<file path="src/rtl/frame_sync_pkg.sv">
`default_nettype none
// ============================================================================
// Module      : frame_sync_pkg
// Description : Shared definitions for the PCM frame synchronizer: default
//               widths, FSM state encoding and the IRIG standard sync word.
// Ports       : none (package)
// Revision    : 1.0 - initial release
// ============================================================================
package frame_sync_pkg;

  localparam int DEF_SYNC_W = 32;
  localparam int DEF_LEN_W  = 16;
  localparam int DEF_ERR_W  = 6;

  // IRIG 106 standard 32-bit frame sync pattern
  localparam logic [31:0] IRIG_SYNC = 32'hFE6B2840;

  typedef enum logic [1:0] {
    ST_SEARCH   = 2'd0,
    ST_VERIFY   = 2'd1,
    ST_LOCK     = 2'd2,
    ST_FLYWHEEL = 2'd3
  } fs_state_t;

endpackage : frame_sync_pkg
`default_nettype wire

</file>
<file path="src/rtl/frame_sync_correlator.sv">
`default_nettype none
// ============================================================================
// Module      : sync_correlator
// Description : Serial shift register plus masked-XOR popcount against the
//               programmable sync word. errs is combinational and reflects the
//               register contents *including* the current din, so it is valid
//               in the same cycle as the bit_en that delivers that bit.
// Ports       : clk, rs           - clock, synchronous active-high reset
//               bit_en, din       - serial bit qualifier and data
//               sync_pattern      - sync word, last-received bit at LSB
//               sync_mask         - 1 = bit participates in correlation
//               errs              - mismatch count for next_shift
// Revision    : 1.0 - initial release
// ============================================================================
module sync_correlator
  import frame_sync_pkg::*;
#(
  parameter int SYNC_W = DEF_SYNC_W,
  parameter int ERR_W  = DEF_ERR_W
) (
  input  logic              clk,
  input  logic              rs,
  input  logic              bit_en,
  input  logic              din,
  input  logic [SYNC_W-1:0] sync_pattern,
  input  logic [SYNC_W-1:0] sync_mask,
  output logic [ERR_W-1:0]  errs
);

  logic [SYNC_W-1:0] shift_q;
  logic [SYNC_W-1:0] next_shift;
  logic [SYNC_W-1:0] diff;

  assign next_shift = {shift_q[SYNC_W-2:0], din};
  assign diff       = (next_shift ^ sync_pattern) & sync_mask;

  always_comb begin
    errs = '0;
    for (int i = 0; i < SYNC_W; i++) begin
      errs = errs + ERR_W'(diff[i]);
    end
  end

  // History is kept across state changes so SEARCH can re-detect immediately.
  always_ff @(posedge clk) begin
    if (rs) begin
      shift_q <= '0;
    end else if (bit_en) begin
      shift_q <= next_shift;
    end
  end

endmodule : sync_correlator
`default_nettype wire

</file>
<file path="src/rtl/frame_sync.sv">
`default_nettype none
// ============================================================================
// Module      : frame_sync
// Description : Serial PCM frame synchronizer. Correlates the decoded bit
//               stream against a maskable sync word and tracks framing with a
//               SEARCH/VERIFY/LOCK/FLYWHEEL state machine. Data is re-emitted
//               one clock later with frame-start and sync markers.
// Ports       : clk, rs               - clock, synchronous active-high reset
//               bit_en, din           - serial bit qualifier and data
//               sync_pattern/mask     - correlation word and participation mask
//               frame_len             - bits per frame incl. sync (min 2)
//               search_tol, lock_tol  - error tolerances
//               verify_cnt            - VERIFY hits needed before LOCK
//               flywheel_cnt          - misses tolerated before SEARCH
//               state                 - current FSM state
//               dout, dout_en         - din / bit_en delayed one clock
//               frame_start           - first bit after a LOCK/FLYWHEEL check
//               sync_pulse            - one clock after an accepted sync
//               sync_errs             - errors at most recent check point
// Revision    : 1.0 - initial release
// ============================================================================
module frame_sync
  import frame_sync_pkg::*;
#(
  parameter int SYNC_W = DEF_SYNC_W,
  parameter int LEN_W  = DEF_LEN_W,
  parameter int ERR_W  = DEF_ERR_W
) (
  input  logic              clk,
  input  logic              rs,
  input  logic              bit_en,
  input  logic              din,
  input  logic [SYNC_W-1:0] sync_pattern,
  input  logic [SYNC_W-1:0] sync_mask,
  input  logic [LEN_W-1:0]  frame_len,
  input  logic [ERR_W-1:0]  search_tol,
  input  logic [ERR_W-1:0]  lock_tol,
  input  logic [3:0]        verify_cnt,
  input  logic [3:0]        flywheel_cnt,
  output logic [1:0]        state,
  output logic              dout,
  output logic              dout_en,
  output logic              frame_start,
  output logic              sync_pulse,
  output logic [ERR_W-1:0]  sync_errs
);

  fs_state_t        st;
  logic [LEN_W-1:0] bit_cnt;
  logic [4:0]       hits;       // up to verify_cnt+1 = 16
  logic [3:0]       misses;
  logic             fs_pending; // a LOCK/FLYWHEEL check happened; mark next bit

  logic [ERR_W-1:0] errs;
  logic [LEN_W-1:0] len_last;
  logic             is_check;
  logic             hit;
  logic [4:0]       hits_inc;

  sync_correlator #(
    .SYNC_W (SYNC_W),
    .ERR_W  (ERR_W)
  ) u_corr (
    .clk          (clk),
    .rs           (rs),
    .bit_en       (bit_en),
    .din          (din),
    .sync_pattern (sync_pattern),
    .sync_mask    (sync_mask),
    .errs         (errs)
  );

  // Frame lengths below 2 are clamped so the compare index stays >= 1.
  assign len_last = (frame_len < LEN_W'(2)) ? LEN_W'(1) : frame_len - LEN_W'(1);
  assign is_check = (st == ST_SEARCH) || (bit_cnt == len_last);
  assign hit      = (st == ST_SEARCH) ? (errs <= search_tol) : (errs <= lock_tol);
  assign hits_inc = hits + 5'd1;
  assign state    = st;

  always_ff @(posedge clk) begin
    if (rs) begin
      st          <= ST_SEARCH;
      bit_cnt     <= '0;
      hits        <= '0;
      misses      <= '0;
      fs_pending  <= 1'b0;
      dout        <= 1'b0;
      dout_en     <= 1'b0;
      frame_start <= 1'b0;
      sync_pulse  <= 1'b0;
      sync_errs   <= '0;
    end else begin
      dout        <= din;
      dout_en     <= bit_en;
      frame_start <= 1'b0;
      sync_pulse  <= 1'b0;
      if (bit_en) begin
        frame_start <= fs_pending;
        fs_pending  <= 1'b0;
        if (is_check) begin
          // Counter restarts on hit and miss alike so flywheel keeps framing.
          bit_cnt    <= '0;
          sync_errs  <= errs;
          sync_pulse <= hit;
          case (st)
            ST_SEARCH: begin
              if (hit) begin
                hits <= 5'd1;
                if (verify_cnt == 4'd0) begin
                  st         <= ST_LOCK;
                  misses     <= '0;
                  fs_pending <= 1'b1;
                end else begin
                  st <= ST_VERIFY;
                end
              end
            end
            ST_VERIFY: begin
              if (hit) begin
                hits <= hits_inc;
                if (hits_inc > {1'b0, verify_cnt}) begin
                  st         <= ST_LOCK;
                  misses     <= '0;
                  fs_pending <= 1'b1;
                end
              end else begin
                st <= ST_SEARCH;
              end
            end
            ST_LOCK: begin
              if (hit) begin
                misses     <= '0;
                fs_pending <= 1'b1;
              end else if (flywheel_cnt == 4'd0) begin
                st <= ST_SEARCH;
              end else begin
                st         <= ST_FLYWHEEL;
                misses     <= 4'd1;
                fs_pending <= 1'b1;
              end
            end
            default: begin // ST_FLYWHEEL
              if (hit) begin
                st         <= ST_LOCK;
                misses     <= '0;
                fs_pending <= 1'b1;
              end else if (misses == flywheel_cnt) begin
                st <= ST_SEARCH;
              end else begin
                misses     <= misses + 4'd1;
                fs_pending <= 1'b1;
              end
            end
          endcase
        end else begin
          bit_cnt <= bit_cnt + LEN_W'(1);
        end
      end
    end
  end

endmodule : frame_sync
`default_nettype wire
</file>
<file path="config.mk">
export PLATFORM = sky130hd
export DESIGN_NAME = frame_sync
export DESIGN_NICKNAME = d
export VERILOG_FILES = /design/src/rtl/frame_sync_pkg.sv /design/src/rtl/frame_sync_correlator.sv /design/src/rtl/frame_sync.sv
export SDC_FILE = /design/constraint.sdc
export NUM_CORES = 1
export LEC_CHECK = 0
export BUFFER_PORTS_ARGS = -buffer_cell sky130_fd_sc_hd__buf_2
export CAP_MARGIN = 10
export CORE_UTILIZATION = 30
export CTS_CLUSTER_SIZE = 14
export DETAILED_ROUTE_END_ITERATION = 7
export SYNTH_ARGS = -nofsm -noshare
export SYNTH_HDL_FRONTEND = slang
export SYNTH_HIERARCHICAL = 1
export SYNTH_SLANG_ARGS = --single-unit
</file>
<file path="constraint.sdc">
create_clock -name clk -period 21.1 [get_ports clk]
set_input_delay 3.165 -clock clk [delete_from_list [all_inputs] [get_ports clk]]
set_output_delay 3.165 -clock clk [all_outputs]
set_load 0.1 [all_outputs]
</file>
# Word level (Yosys, flattened, before mapping)
# Cells that the tools add are included.
[op_classes]
mul = 0
eq_ne = 12
mux = 34
shift = 0
reduce_logical = 12
order_cmp = 4
bitwise_logic = 4
n_addsub = 35
div = 0
[ops]
columns = ["operator", "n"]
rows = [
  ["6-bit by 1-bit adder with 6-bit output", 30],
  ["32-bit AND", 1],
  ["16-bit 2-to-1 mux", 2],
  ["4-bit 2-to-1 mux", 8],
  ["32-bit XOR", 1],
  ["16-bit by 1-bit adder with 16-bit output, second input constant", 1],
  ["16-bit equality test", 1],
  ["16-bit by 2-bit less-than comparator with 1-bit output, second input constant", 1],
  ["2-bit 2-to-1 mux", 8],
  ["16-bit by 1-bit subtractor with 16-bit output, second input constant", 1],
  ["6-bit <= comparator", 2],
  ["4-bit case mux with 3 select lines", 1],
  ["1-bit 2-to-1 mux", 10],
  ["5-bit 2-to-1 mux", 2],
  ["5-bit case mux with 2 select lines", 1],
  ["4-bit zero test", 2],
  ["2-bit != test, second input constant", 4],
  ["8-bit AND reduction", 1],
  ["3-bit != test, second input constant", 2],
  ["2-bit case mux with 3 select lines", 1],
  ["6-bit AND reduction", 1],
  ["5-bit by 1-bit adder with 5-bit output, second input constant", 1],
  ["5-bit by 4-bit > comparator with 1-bit output", 1],
  ["5-bit AND reduction", 1],
  ["16 further kinds", 17],
]
[word_totals]
input_bits = 104
latch_bits = 0
output_inout_bits = 12
n_memories = 0
rom_bits = 0
regBits = 69
mem_bits_rw = 0

# Longest topological paths before layout
# Gate-level depths: netlist (run 1).
[logic_depth]
depth_word = 38
ltp_mapped = 27
depth_no_buf = 26

# By module
# The synthesis (run 1) kept the hierarchy.
[by_module_without_submodules]
columns = ["mod", "area_per_inst_um2", "cells_per_inst", "instances", "seq_area_each_um2"]
rows = [
  ["frame_sync", 3213.1, 403, 1, 760.7],
  ["sync_correlator", 2283.4, 228, 1, 620.6],
]

# Worst setup path before layout (run 1)
# OpenSTA, ideal clock, no wires.
[synth_timing]
path_kind = "input to register"
startpoint = "input port din"
endpoint = "register misses[2]"
cell_stages = 23
required_time_ps = 21030
arrival_time_ps = 9693
path_buffers = 0
path_slack_ps = 11337
cell_sequence = "xor2_1 and2_1 fa_1 inv_1 fa_1 fa_1 fa_1 fa_1 inv_1 fa_1 ha_1 fa_1 a21o_1 a21oi_2 xnor2_1 ha_1 nand4_1 nor2_1 a211oi_1 nor2b_1 or3_1 or3b_2 o21bai_1"
[synth_between]
elab_chain_len = 37
[synth_rtl]
columns = ["element", "line_no", "text"]
rows = [
  ["start, declared", "frame_sync.sv:32", "input logic din,"],
  ["32-bit XOR *", "frame_sync_correlator.sv:35", "assign diff = (next_shift ^ sync_pattern) & sync_mask;"],
  ["32-bit AND *", "frame_sync_correlator.sv:35", ""],
  ["1-bit by 1-bit adder with 2-bit output *", "frame_sync_correlator.sv:40", "errs = errs + ERR_W'(diff[i]);"],
  ["6-bit by 1-bit adder with 6-bit output * (30 in a row)", "frame_sync_correlator.sv:40", ""],
  ["net errs[4]", "frame_sync.sv:54", "logic [ERR_W-1:0] errs;"],
  ["6-bit <= comparator", "frame_sync.sv:76", "assign hit = (st == ST_SEARCH) ? (errs <= search_tol) : (errs <= lock_tol);"],
  ["1-bit 2-to-1 mux *", "frame_sync.sv:76", ""],
  ["3-bit by 2-bit != test with 1-bit output (no line) (tied with other cells)", "-", ""],
  ["8-bit AND reduction (no line) / 4-bit case mux with 3 select lines (equally long branches)", "-", ""],
  ["end signal, assigned", "frame_sync.sv:150", "misses <= misses + 4'd1;"],
  ["end, declared", "frame_sync.sv:51", "logic [3:0] misses;"],
]
# Mark *: on every way through the listed nets, which the timed path passes. The rest lies on a longest branch.
# A chain may end at the register's enable or synchronous reset.

# Worst setup path after layout (run 1)
# Ends and elaborated chain as after synthesis.

==> impl_results.md, run 1 <==
* Status: finished, final reports clean
* Largest net degree at the start of global routing at 71
* DIE AREA at 0.01887 mm2
* RSZ-0062 raised after global routing: false
* Mapped cell area at about 0.0055 mm2
* Largest vdd supply drop at approximately 65 uV
* Reg2reg end: misses[2]
* First-pass GRT wire length at 21470 um
* Setup bufs post-CTS at 0
* Total I/O pin count at approximately 120
* Worst-path clk slew at approximately 0.050 ns
* Total wire length at between 10000 and 15000 um
* Post-CTS Hold Buffers at 0
* Average wire per standard cell at roughly 14 um
* CTS tree: done
* Initial Util at 0.3060
* Crit Path Class: in -> reg
* Area of the core at 0.01796 mm2
* Setup_tns at 0 ns
* Cell taking the most area after synthesis: dfxtp_1
* Number of synthesized flops with an enable pin at 0
* Max Slew Vio Count at 0
* Max_cap viols at 0
* Clock buffer depth at 2
* Ant. Diodes at 0
* Fill cells at 1850
* Port bufs at 115
* Syn_nets at a little under 800
* Synth cell types at 63
* Share of layout cells above drive strength 1 at 0.1965
* CP startpoint kind: primary input
* Core Rows at 49
* Gr ovfl total at 0
* Rel. slew slack at 0.4402
* Clk_lat worst skew at 0.34 ns
* Crit end category: flip-flop
* F_max at around 100 MHz
* Avg Inst Size Synth at just under 9 um2
* Crit. Startpoint: din
* Vias per inst at roughly 4.8
* Area Growth Syn to Fin at 18.44%
* Post-DP HPWL at 10560 um
* Period utilization at 0.4729
* Top-area cell type share of the netlist area at 0.2513
* GRT Overall Usage at 0.1465
* Root buffer cell: clkbuf_16
* Synthesis Warnings at 6
* Synthesis-stage register bit count at a little under 70
* Min Tclk post-route at about 10 ns
* Pleak at about 3 nW
* FF-to-FF Start: u_corr/shift_q[4]
* Routability Congestion at 0.8588
* Vias at ~4700
* Critical Path AT at 10.25 ns
* Worst Path Max Fanout at 7
* Antenna violations before repair at 0
* H-Tree Depth at 3
* NumNets Final at around 890
* Worst Tran Pin Value at between 0.8 and 0.9 ns
* Vias in the first global route at between 4000 and 5000
* Synth top area cells: dfxtp_1 25%, fa_1 8.7%, xor2_1 8.1%
* Worst reg2reg path depth at 23
* R2R setup slack at between 10 and 15 ns
* 1st-pass router iterations at 4
* Remaining antenna violation count at 0
* WP data required at 21.37 ns
* Drt drc at 0
* Die extent in y at about 140 um
* HP Class: reg -> reg
* Sink Count at 69
* Final Hold Fails at 0
* DIE WIDTH at 137.4 um
* Final setup vio count at 0
* Resize count post-CTS at 0
* Async SR Flop Fraction at 0
* Top_reg_cell synth: dfxtp_1
* Clock Skews at approximately 0.0074 ns
* CP endpoint: misses[2]
* CTS buffer count at 9
* Sequential share of the synthesized area at 0.2513
* Post-Synthesis Cells at 631
* Hold WS at between 0.4 and 0.5 ns
* Power Density at 116.7 mW/mm2
* Iter 0 DRT Violations at roughly 190
-- placed cells by master, fill, tap and decap left out, types with 5 or more instances in the layout --
cell / n
xnor2_1: 17
inv_1: 55
or3_1: 6
nor3_1: 29
nand2b_1: 9
nand3_1: 20
a31oi_1: 6
and3_1: 5
fa_1: 24
a21oi_1: 15
dfxtp_1: 69
a211oi_1: 5
mux2i_1: 39
ha_1: 31
nand4_1: 10
xor2_1: 51
nand2_1: 41
o21a_1: 5
o21ai_0: 12
nor4_1: 10
buf_2: 115
nor2_1: 58
clkbuf_16: 9
nor2b_1: 10
and2_1: 15
-- logic make-up (layout without fill, tap and decap cells) --
kind of cell | Yosys count | in the layout | share of synthesized area
AOI/OAI and AO/OA | 83 | 83 | 0.1131
buffers and inverters | 82 | 189 | 0.07148
adders and majority gates | 55 | 55 | 0.1580
muxes | 39 | 39 | 0.07102
and+or+nand+nor | 233 | 233 | 0.2185
xor gates and xnor gates | 70 | 70 | 0.1165
DFF | 69 | 69 | 0.2513
-- critical path, cell delays in order --
cell and delay, ns:
buf_2 0.13, xor2_1 0.15, and2_1 0.17, fa_1 0.53
inv_1 0.05, fa_1 0.50, fa_1 0.51, fa_1 0.52
fa_1 0.55, inv_1 0.06, fa_1 0.47, ha_1 0.24
fa_1 0.40, a21o_1 0.20, a21oi_2 0.14, xnor2_1 0.20
ha_1 0.31, nand4_1 0.09, nor2_1 0.04, a211oi_1 0.61
nor2b_1 0.23, or3_1 0.38, or3b_2 0.47, o21bai_1 0.12
-- state kept, by name, indices dropped and copies added, names as in the netlist --
| signal | flops |
|---|---|
| sync_errs | 6 |
| fs_pending | 1 |
| dout_en | 1 |
| frame_start | 1 |
| u_corr/shift_q | 31 |
| misses | 4 |
| state | 2 |
| sync_pulse | 1 |
| bit_cnt | 16 |
| dout | 1 |
| hits | 5 |
-- routing by layer --
metal / vias up / global-route usage / routed length [um]
met4: 0 / 0.06105 / 285
met1: 2173 / 0.1969 / 6427
met5: - / 0 / 0
met3: 15 / 0.02318 / 466
met2: 90 / 0.2323 / 6174
li1: 2387 / - / -
-- layout make-up --
cell class / count / area, um2 / area share
Inverter: 55 / 206.4 / 0.03171
Multi-Input combinational cell: 480 / 3730 / 0.5729
Clock buffer: 11 / 232.7 / 0.03575
Tap cell: 229 / 286.5 / 0.04401
Timing Repair Buffer: 118 / 598.1 / 0.09187
Clock inverter: 5 / 75.07 / 0.01153
Sequential cell: 69 / 1381 / 0.2122
-- worst min path at each step --
stage                 start       to  slack [ns]  cells past startpoint
global placement    hits[4]  hits[4]        0.44                      1
CTS                 hits[4]  hits[4]        0.46                      1
detailed placement  hits[4]  hits[4]        0.44                      1
floorplan           hits[4]  hits[4]        0.42                      1
finish              hits[4]  hits[4]        0.46                      1
global route        hits[4]  hits[4]        0.49                      1
-- report_power, final --
group / internal [mW] / switching (mW)
Combinational: 0.180 / 0.275
Clock: 0.103 / 0.0559
Sequential: 0.139 / 0.00692
-- per-stage QoR --
step | setup WS (ns) | instances | utilization | power [mW] | cell area (um2)
floorplan | 11.34 | 631 | - | 0.5155 | 5497
global placement | 10.85 | 951 | 0.3453 | 0.6025 | 6202
detailed placement | 10.74 | 951 | 0.3453 | 0.6062 | 6202
CTS | 11.09 | 967 | 0.3624 | 0.7687 | 6510
global route | 10.65 | 967 | 0.3624 | 0.8359 | 6510
finish | 11.12 | 967 | 0.3624 | 0.7596 | 6510
-- Yosys cell counts (9+ instances only) --
master,n
dfxtp_1,69
nor2_1,58
nor4_1,10
nor3_1,29
nand4_1,10
nor2b_1,10
o21ai_0,12
nand3_1,20
and2_1,15
nand2_1,41
xor2_1,51
fa_1,24
a21oi_1,15
inv_1,55
clkbuf_1,14
xnor2_1,17
nand2b_1,9
mux2i_1,39
ha_1,31
No activity file was read; power rests on OpenSTA's default activity.
==> run 2, diff against run 1 <==
ABC_AREA = 1   (was default)
clock period = 8.45 ns   (was 21.1 ns; I/O delays follow)
==> impl_results.md, run 2 <==
* Status: finished, final reports clean (unchanged)
* Power Density at 281.5 mW/mm2 (was 116.7 mW/mm2)
* Largest reg by FF count: u_corr/shift_q (unchanged)
* Setup_tns at 0 ns (unchanged)
* Most frequent cell after synthesis: nand2_1 (was dfxtp_1)
* Syn_nets at 919 (was 790)
* Highest-count cells in the layout ignoring fill and taps: 202 x nand2_1, 115 x buf_2, 98 x inv_1, 76 x nor2_1, 69 x dfxtp_1 (was 115 x buf_2, 69 x dfxtp_1, 58 x nor2_1, 55 x inv_1, 51 x xor2_1)
* Sequential share of the synthesized area at 0.2517 (was 0.2513)
* CP startpoint kind: primary input (unchanged)
* Iter 0 DRT Violations at 207 (was 187)
* Placed cells at 1091 (was 951)
* Compound-gate portion of the synthesized area at 0.1194 (was 0.1131)
* Port bufs at 115 (unchanged)
* DIE WIDTH at 137.3 um (was 137.4 um)
* Area of the core at 0.01796 mm2 (unchanged)
* NumNets Final at 1032 (was 892)
* Period utilization at 0.8604
* Internal at 1.001 mW (was 0.4223 mW)
* RSZ-0062 raised after global routing: false (unchanged)
* Post-Synthesis Cells at 760 (was 631)
* Critical Path AT at 7.51 ns (was 10.25 ns)
* Rel. slew slack at 0.5582 (was 0.4402)
* CTS tree: done (unchanged)
* Most common cell after layout, fill and taps aside: nand2_1 (was buf_2)
* Multiplexer share of the synthesized area at 0 (was 0.07102)
* Largest register FFs at 31 (unchanged)
* Vias per inst at 4.464 (was 4.824)
* Top-area cell type share of the netlist area at 0.2517 (was 0.2513)
* Average wire per standard cell at 11.77 um (was 13.81 um)
* Clock buffer depth at 2 (unchanged)
* Final setup vio count at 0 (unchanged)
* Main combinational cell family by area after synthesis: simple AND/OR/NAND/NOR gates (unchanged)
* Vias at 4942 (was 4665)
* Async SR Flop Fraction at 0 (unchanged)
* Sw Share at 0.4584 (was 0.4441)
* Switch Pwr at 0.8472 mW (was 0.3373 mW)
* Clk network pwr share at 0.226 (was 0.209)
* CTS buffer count at 9 (unchanged)
* Regs by FF count: u_corr/shift_q (31), bit_cnt (16), sync_errs (6) (unchanged)
* Cell taking the most area after synthesis: dfxtp_1 (unchanged)
* Largest vdd supply drop at 137.0 uV (was 65.40 uV)
* Worst Path Max Fanout at 8 (was 7)
* Setup bufs post-CTS at 0 (unchanged)
* F_max at ~140 MHz
* Clock Skews at 0.006057 ns (was 0.007440 ns)
* Top_reg_cell synth: dfxtp_1 (unchanged)
* Min Tclk post-route at approximately 7.3 ns
* Max Slew Vio Count at 0 (unchanged)
* Simple logic cell fraction of the synthesized area at 0.3057 (was 0.2185)
* Max incr delay on CP at 0.55 ns (was 0.61 ns)
* Die extent in y at 137.3 um (was 137.4 um)
* Root buffer cell: clkbuf_16 (unchanged)
* Most frequent cell on the critical path: fa_1 (unchanged)
* Worst-path clk slew at 0.06 ns (was 0.05 ns)
* Synthesis Warnings at 6 (unchanged)
* DIE AREA at 0.01884 mm2 (was 0.01887 mm2)
* Synth cell count leaders: 202 x nand2_1, 98 x inv_1, 76 x nor2_1, 69 x dfxtp_1, 43 x xor2_1 (was 69 x dfxtp_1, 58 x nor2_1, 55 x inv_1, 51 x xor2_1, 41 x nand2_1)
* Routability Congestion at 0.8474 (was 0.8588)
* Resize count post-CTS at 0 (unchanged)
* Crit Path Class: in -> reg (unchanged)
* Post-Synth Adder-Cell Area at 0.1582 (was 0.1580)
* Core Rows at 49 (unchanged)
* Number of synthesized flops with an enable pin at 0 (unchanged)
* Share of power burned in registers at 0.210 (was 0.193)
* Post-CTS Hold Buffers at 0 (unchanged)
* First-pass GRT wire length at 21200 um (was 21470 um)
* Max_cap viols at 0 (unchanged)
* Worst Tran Pin Value at 0.6628 ns (was 0.8320 ns)
* Total I/O pin count at 116 (unchanged)
* GRT Overall Usage at 0.1461 (was 0.1465)
* Drt drc at 0 (unchanged)
* Largest net degree at the start of global routing at 43 (was 71)
* WP data required at 8.69 ns (was 21.37 ns)
* Initial Util at 0.3056 (was 0.3060)
* Crit end category: flip-flop (unchanged)
* Pleak at 3.100 nW (was 2.972 nW)
* Post-DP HPWL at 10330 um (was 10560 um)
* Antenna violations before repair at 0 (unchanged)
* Ant. Diodes at 0 (unchanged)
* Combinational cell fraction of total power at 0.564 (was 0.598)
* Remaining antenna violation count at 0 (unchanged)
* Gr ovfl total at 0 (unchanged)
* Vias in the first global route at 4508 (was 4290)
* HP Class: reg -> reg (unchanged)
* Sink Count at 69 (unchanged)
* Clk_lat worst skew at 0.34 ns (about the same)
* Share of layout cells above drive strength 1 at 0.2221 (was 0.1965)
* Avg Inst Size Synth at 7.222 um2 (was 8.711 um2)
* Critical path's slowest cell: fa_1 (was a211oi_1)
* Mapped cell area at 0.005489 mm2 (was 0.005497 mm2)
* Xor and xnor fraction of the mapped netlist area at 0.07180 (was 0.1165)
* Final Hold Fails at 0 (unchanged)
* Fill cells at 1911 (was 1850)
* Total wire length at 13030 um (was 13350 um)
* Non-Filler Instances at 1107 (was 967)
* H-Tree Depth at 3 (unchanged)
* Synth top area cells: dfxtp_1 25%, nand2_1 14%, fa_1 8.8% (was dfxtp_1 25%, fa_1 8.7%, xor2_1 8.1%)
* Synthesis-stage register bit count at 69 (unchanged)
* Area Growth Syn to Fin at 19.60% (was 18.44%)
* 1st-pass router iterations at 6 (was 4)
* Synth cell types at 36 (was 63)
[run 2: critical path: cells and delay by family]
family / cells / cell delay (ns)
buffers and inverters: 4 / 0.39
AOI/OAI and AO/OA: 3 / 0.44
and+or+nand+nor: 13 / 1.40
adders and majority gates: 9 / 4.02
[run 2: area by class of cell]
class / instances / area, um2 / share of cell area
repair buffers: 117 / 590.6 / 0.08996
clock buffers: 11 / 242.7 / 0.03697
inverters: 101 / 384.1 / 0.05851
flip-flops and latches: 69 / 1381 / 0.2104
clock inverters: 5 / 83.83 / 0.01277
well taps: 229 / 286.5 / 0.04364
multi-input cells: 575 / 3596 / 0.5477
[run 2: through the flow]
stage	hold WS [ns]	instance area (um2)	total power [mW]	worst slack, ns	util
finish	0.4707	6565	1.848	1.179	0.3655
global placement	0.4529	6238	1.432	0.8858	0.3473
CTS	0.4750	6565	1.870	1.142	0.3655
global route	0.5094	6565	2.049	0.5661	0.3655
detailed placement	0.4668	6238	1.444	0.7580	0.3473
floorplan	0.4411	5489	1.217	1.334	-
[run 2: logic make-up after synthesis]
family / after synthesis
flops: 69
buf+inv: 116
compound gates: 101
xor+xnor: 45
fa+ha+maj: 55
simple gates: 374
[run 2: power groups by stage]
stage               clock network (mW)  registers, mW  logic (mW)
floorplan                            0          0.501       0.716
global placement                     0          0.394        1.04
detailed placement                   0          0.395        1.05
CTS                              0.428          0.388        1.05
global route                     0.444          0.393        1.21
finish                           0.417          0.388        1.04
[run 2: worst paths after layout]
kind	slack (ns)	start	cells past startpoint	end
min	0.47	fs_pending	2	fs_pending
max	1.18	din	29	state[1]
min reg2reg	0.47	fs_pending	2	fs_pending
max reg2reg	1.82	u_corr/shift_q[10]	29	state[1]
[run 2: layer usage]
layer	wire length, um	up-vias	share of wire	track usage
li1	-	2639	-	-
met1	6198	2178	0.48	0.1818
met2	6054	111	0.46	0.2492
met3	592	14	0.045	0.03164
met4	187	0	0.014	0.04762
met5	0	-	0	0
==> run 3, diff against run 2 <==
--- a/config.mk
+++ b/config.mk
@@ -9,3 +9,3 @@
 export BUFFER_PORTS_ARGS = -buffer_cell sky130_fd_sc_hd__buf_2
-export CAP_MARGIN = 10
+export CAP_MARGIN = 20
 export CORE_UTILIZATION = 30
==> constraint.sdc (replaced) <==
create_clock -name clk -period 8.45 [get_ports clk]
set_input_delay 0 -clock clk [delete_from_list [all_inputs] [get_ports clk]]
set_output_delay 0 -clock clk [all_outputs]
set_load 0.1 [all_outputs]
==> impl_results.md, run 3 (synthesis gave the netlist of run 2 again) <==
* Largest vdd supply drop at 127.9 uV (was 137.0 uV)
* Total wire length at 13090 um (was 13030 um)
* Sink Count at 69 (unchanged)
* Fill cells at 1924 (was 1911)
* Reg2reg end: state[1] (unchanged)
* First-pass GRT wire length at 21090 um (was 21200 um)
* Min Tclk post-route at 6.644 ns (was 7.271 ns)
* 1st-pass router iterations at 4 (was 6)
* DIE AREA at 0.01884 mm2 (unchanged)
* H-Tree Depth at 3 (unchanged)
* Critical path's slowest cell: fa_1 (unchanged)
* Vias per inst at 4.481 (was 4.464)
* Share of layout cells above drive strength 1 at 0.2221 (unchanged)
* Largest reg by FF count: u_corr/shift_q (unchanged)
* Crit end category: flip-flop (unchanged)
* Power Density at 282.3 mW/mm2 (was 281.5 mW/mm2)
* Period utilization at 0.7863 (was 0.8604)
* Final setup vio count at 0 (unchanged)
* Iter 0 DRT Violations at 222 (was 207)
* Status: finished, final reports clean (unchanged)
* Max_cap viols at 0 (unchanged)
* Worst Hold Path Cells at 7 (was 2)
* Min-delay src: flywheel_cnt[2] (was fs_pending)
* Most common cell after layout, fill and taps aside: nand2_1 (unchanged)
* Largest register FFs at 31 (unchanged)
* Area of the core at 0.01796 mm2 (unchanged)
* NumNets Final at 1033 (was 1032)
* Vias at 4961 (was 4942)
* Highest-count cells in the layout ignoring fill and taps: 202 x nand2_1, 115 x buf_2, 98 x inv_1, 76 x nor2_1, 69 x dfxtp_1 (unchanged)
* Clock Skews at 0.006820 ns (was 0.006057 ns)
* Area Growth Syn to Fin at 19.56% (was 19.60%)
* Critical Path AT at 6.87 ns (was 7.51 ns)
* Largest net degree at the start of global routing at 43 (unchanged)
* Max Slew Vio Count at 0 (unchanged)
* Final Hold Fails at 0 (unchanged)
* Worst Path Max Fanout at 8 (unchanged)
* DR top layer: met4 (unchanged)
* Antenna violations before repair at 1 (was 0)
* CP startpoint kind: primary input (unchanged)
* Placed cells at 1091 (unchanged)
* Met3 routed WL at 621 um (was 592 um)
* F_max at 150.5 MHz (was 137.5 MHz)
* Vias in the first global route at 4593 (was 4508)
* Setup bufs post-CTS at 0 (unchanged)
* Pleak at 3.100 nW (about the same)
* CTS buffer count at 9 (unchanged)
* Reg area at 0.001381 mm2 (unchanged)
* Drt drc at 0 (unchanged)
* Top cell family by delay on the critical path: adder cells (unchanged)
* Hold path endpoint: state[1] (was fs_pending)
* Total I/O pin count at 116 (unchanged)
* Ant. Diodes at 0 (unchanged)
* Remaining antenna violation count at 0 (unchanged)
* Post-DP HPWL at 10530 um (was 10330 um)
* R2R setup slack at 1.81 ns (was 1.82 ns)
* Clk_lat worst skew at 0.34 ns (about the same)
* RSZ-0062 raised after global routing: false (unchanged)
* Initial Util at 0.3056 (unchanged)
* Met2 WL post-DR at 6109 um (was 6054 um)
* Non-Filler Instances at 1107 (unchanged)
* WP data required at 8.68 ns (was 8.69 ns)
* FF-to-FF Start: u_corr/shift_q[10] (unchanged)
* WP buf/inv at 5 (was 4)
* Regs by FF count: u_corr/shift_q (31), bit_cnt (16), sync_errs (6) (unchanged)
* Total power at 1.853 mW (was 1.848 mW)
* Routability Congestion at 0.8307 (was 0.8474)
* Port bufs at 115 (unchanged)
* Die extent in y at 137.3 um (unchanged)
* Multi-input gate area at 0.003596 mm2 (unchanged)
* Average wire per standard cell at 11.82 um (was 11.77 um)
* CTS tree: done (unchanged)
* Setup_tns at 0 ns (unchanged)
* Clock buffer depth at 2 (unchanged)
* Hold WS at 0.2474 ns (was 0.4707 ns)
* HP Class: in -> reg (was reg -> reg)
* Crit Path Class: in -> reg (unchanged)
* Rel. slew slack at 0.5661 (was 0.5582)
* Worst Tran Pin Value at 0.6508 ns (was 0.6628 ns)
* Root buffer cell: clkbuf_16 (unchanged)
* M1 WL at 6218 um (was 6198 um)
* GRT Overall Usage at 0.1444 (was 0.1461)
* Max incr delay on CP at 0.55 ns (about the same)
* Core Rows at 49 (unchanged)
* DIE WIDTH at 137.3 um (unchanged)
* Gr ovfl total at 0 (unchanged)
* Worst-path clk slew at 0.06 ns (about the same)
* Worst reg2reg path depth at 29 (unchanged)
[run 3: changes by cell type in the layout (fill, tap and decap cells not counted)]
cell / previous run / this run
clkbuf_1: 1 / 0
clkbuf_8: 1 / 0
clkinv_2: 0 / 1
dlygate4sd3_1: 0 / 1
[run 3: how the worst max path moves through the flow]
stage                             from  depth (start not counted)        to
floorplan           u_corr/shift_q[10]                         29  state[1]
global placement    u_corr/shift_q[10]                         29  state[1]
detailed placement  u_corr/shift_q[10]                         29  state[1]
CTS                                din                         31  state[1]
global route                       din                         31  state[1]
finish                             din                         31  state[1]
[run 3: worst reg2reg max path: cells and delay by family, from the launching register on]
family / cells / cell delay [ns]
flops: 1 / 0.36
fa+ha+maj: 9 / 3.95
xor+xnor: 1 / 0.16
simple gates: 13 / 1.44
buf+inv: 4 / 0.31
compound gates: 2 / 0.32
[run 3: what timing repair did]
item | 4_1_cts | 5_1_grt
endpoints found under the hold margin | 2 | 0
gates resized for setup | 0 | 0
hold buffers | 1 | 0
[run 3: report_power, final]
part	leakage, nW	switching (mW)	internal [mW]
clock network	0.147	0.148	0.257
registers	0.560	0.0278	0.360
logic	2.39	0.684	0.377
[run 3: layer usage]
| metal | GRT usage | up-vias |
|---|---|---|
| met5 | 0 | - |
| met4 | 0.04151 | 0 |
| li1 | - | 2640 |
| met1 | 0.1814 | 2214 |
| met2 | 0.2424 | 96 |
| met3 | 0.03679 | 11 |
[run 3: layout make-up]
type | count | share of cell area
Sequential cell | 69 | 0.2105
Tap cell | 229 | 0.04366
Inverter | 101 | 0.05853
Clock buffer | 9 | 0.03432
Timing Repair Buffer | 118 | 0.09152
Multi-Input combinational cell | 575 | 0.5480
Clock inverter | 6 | 0.01354
[run 3: through the flow]
step	setup slack (ns)	utilization	instance area [um2]
2_1_floorplan	2.257	-	5489
3_3_place_gp	1.947	0.3473	6238
3_5_place_dp	1.843	0.3473	6238
4_1_cts	1.809	0.3653	6563
5_1_grt	1.296	0.3653	6563
6_report	1.806	0.3653	6563
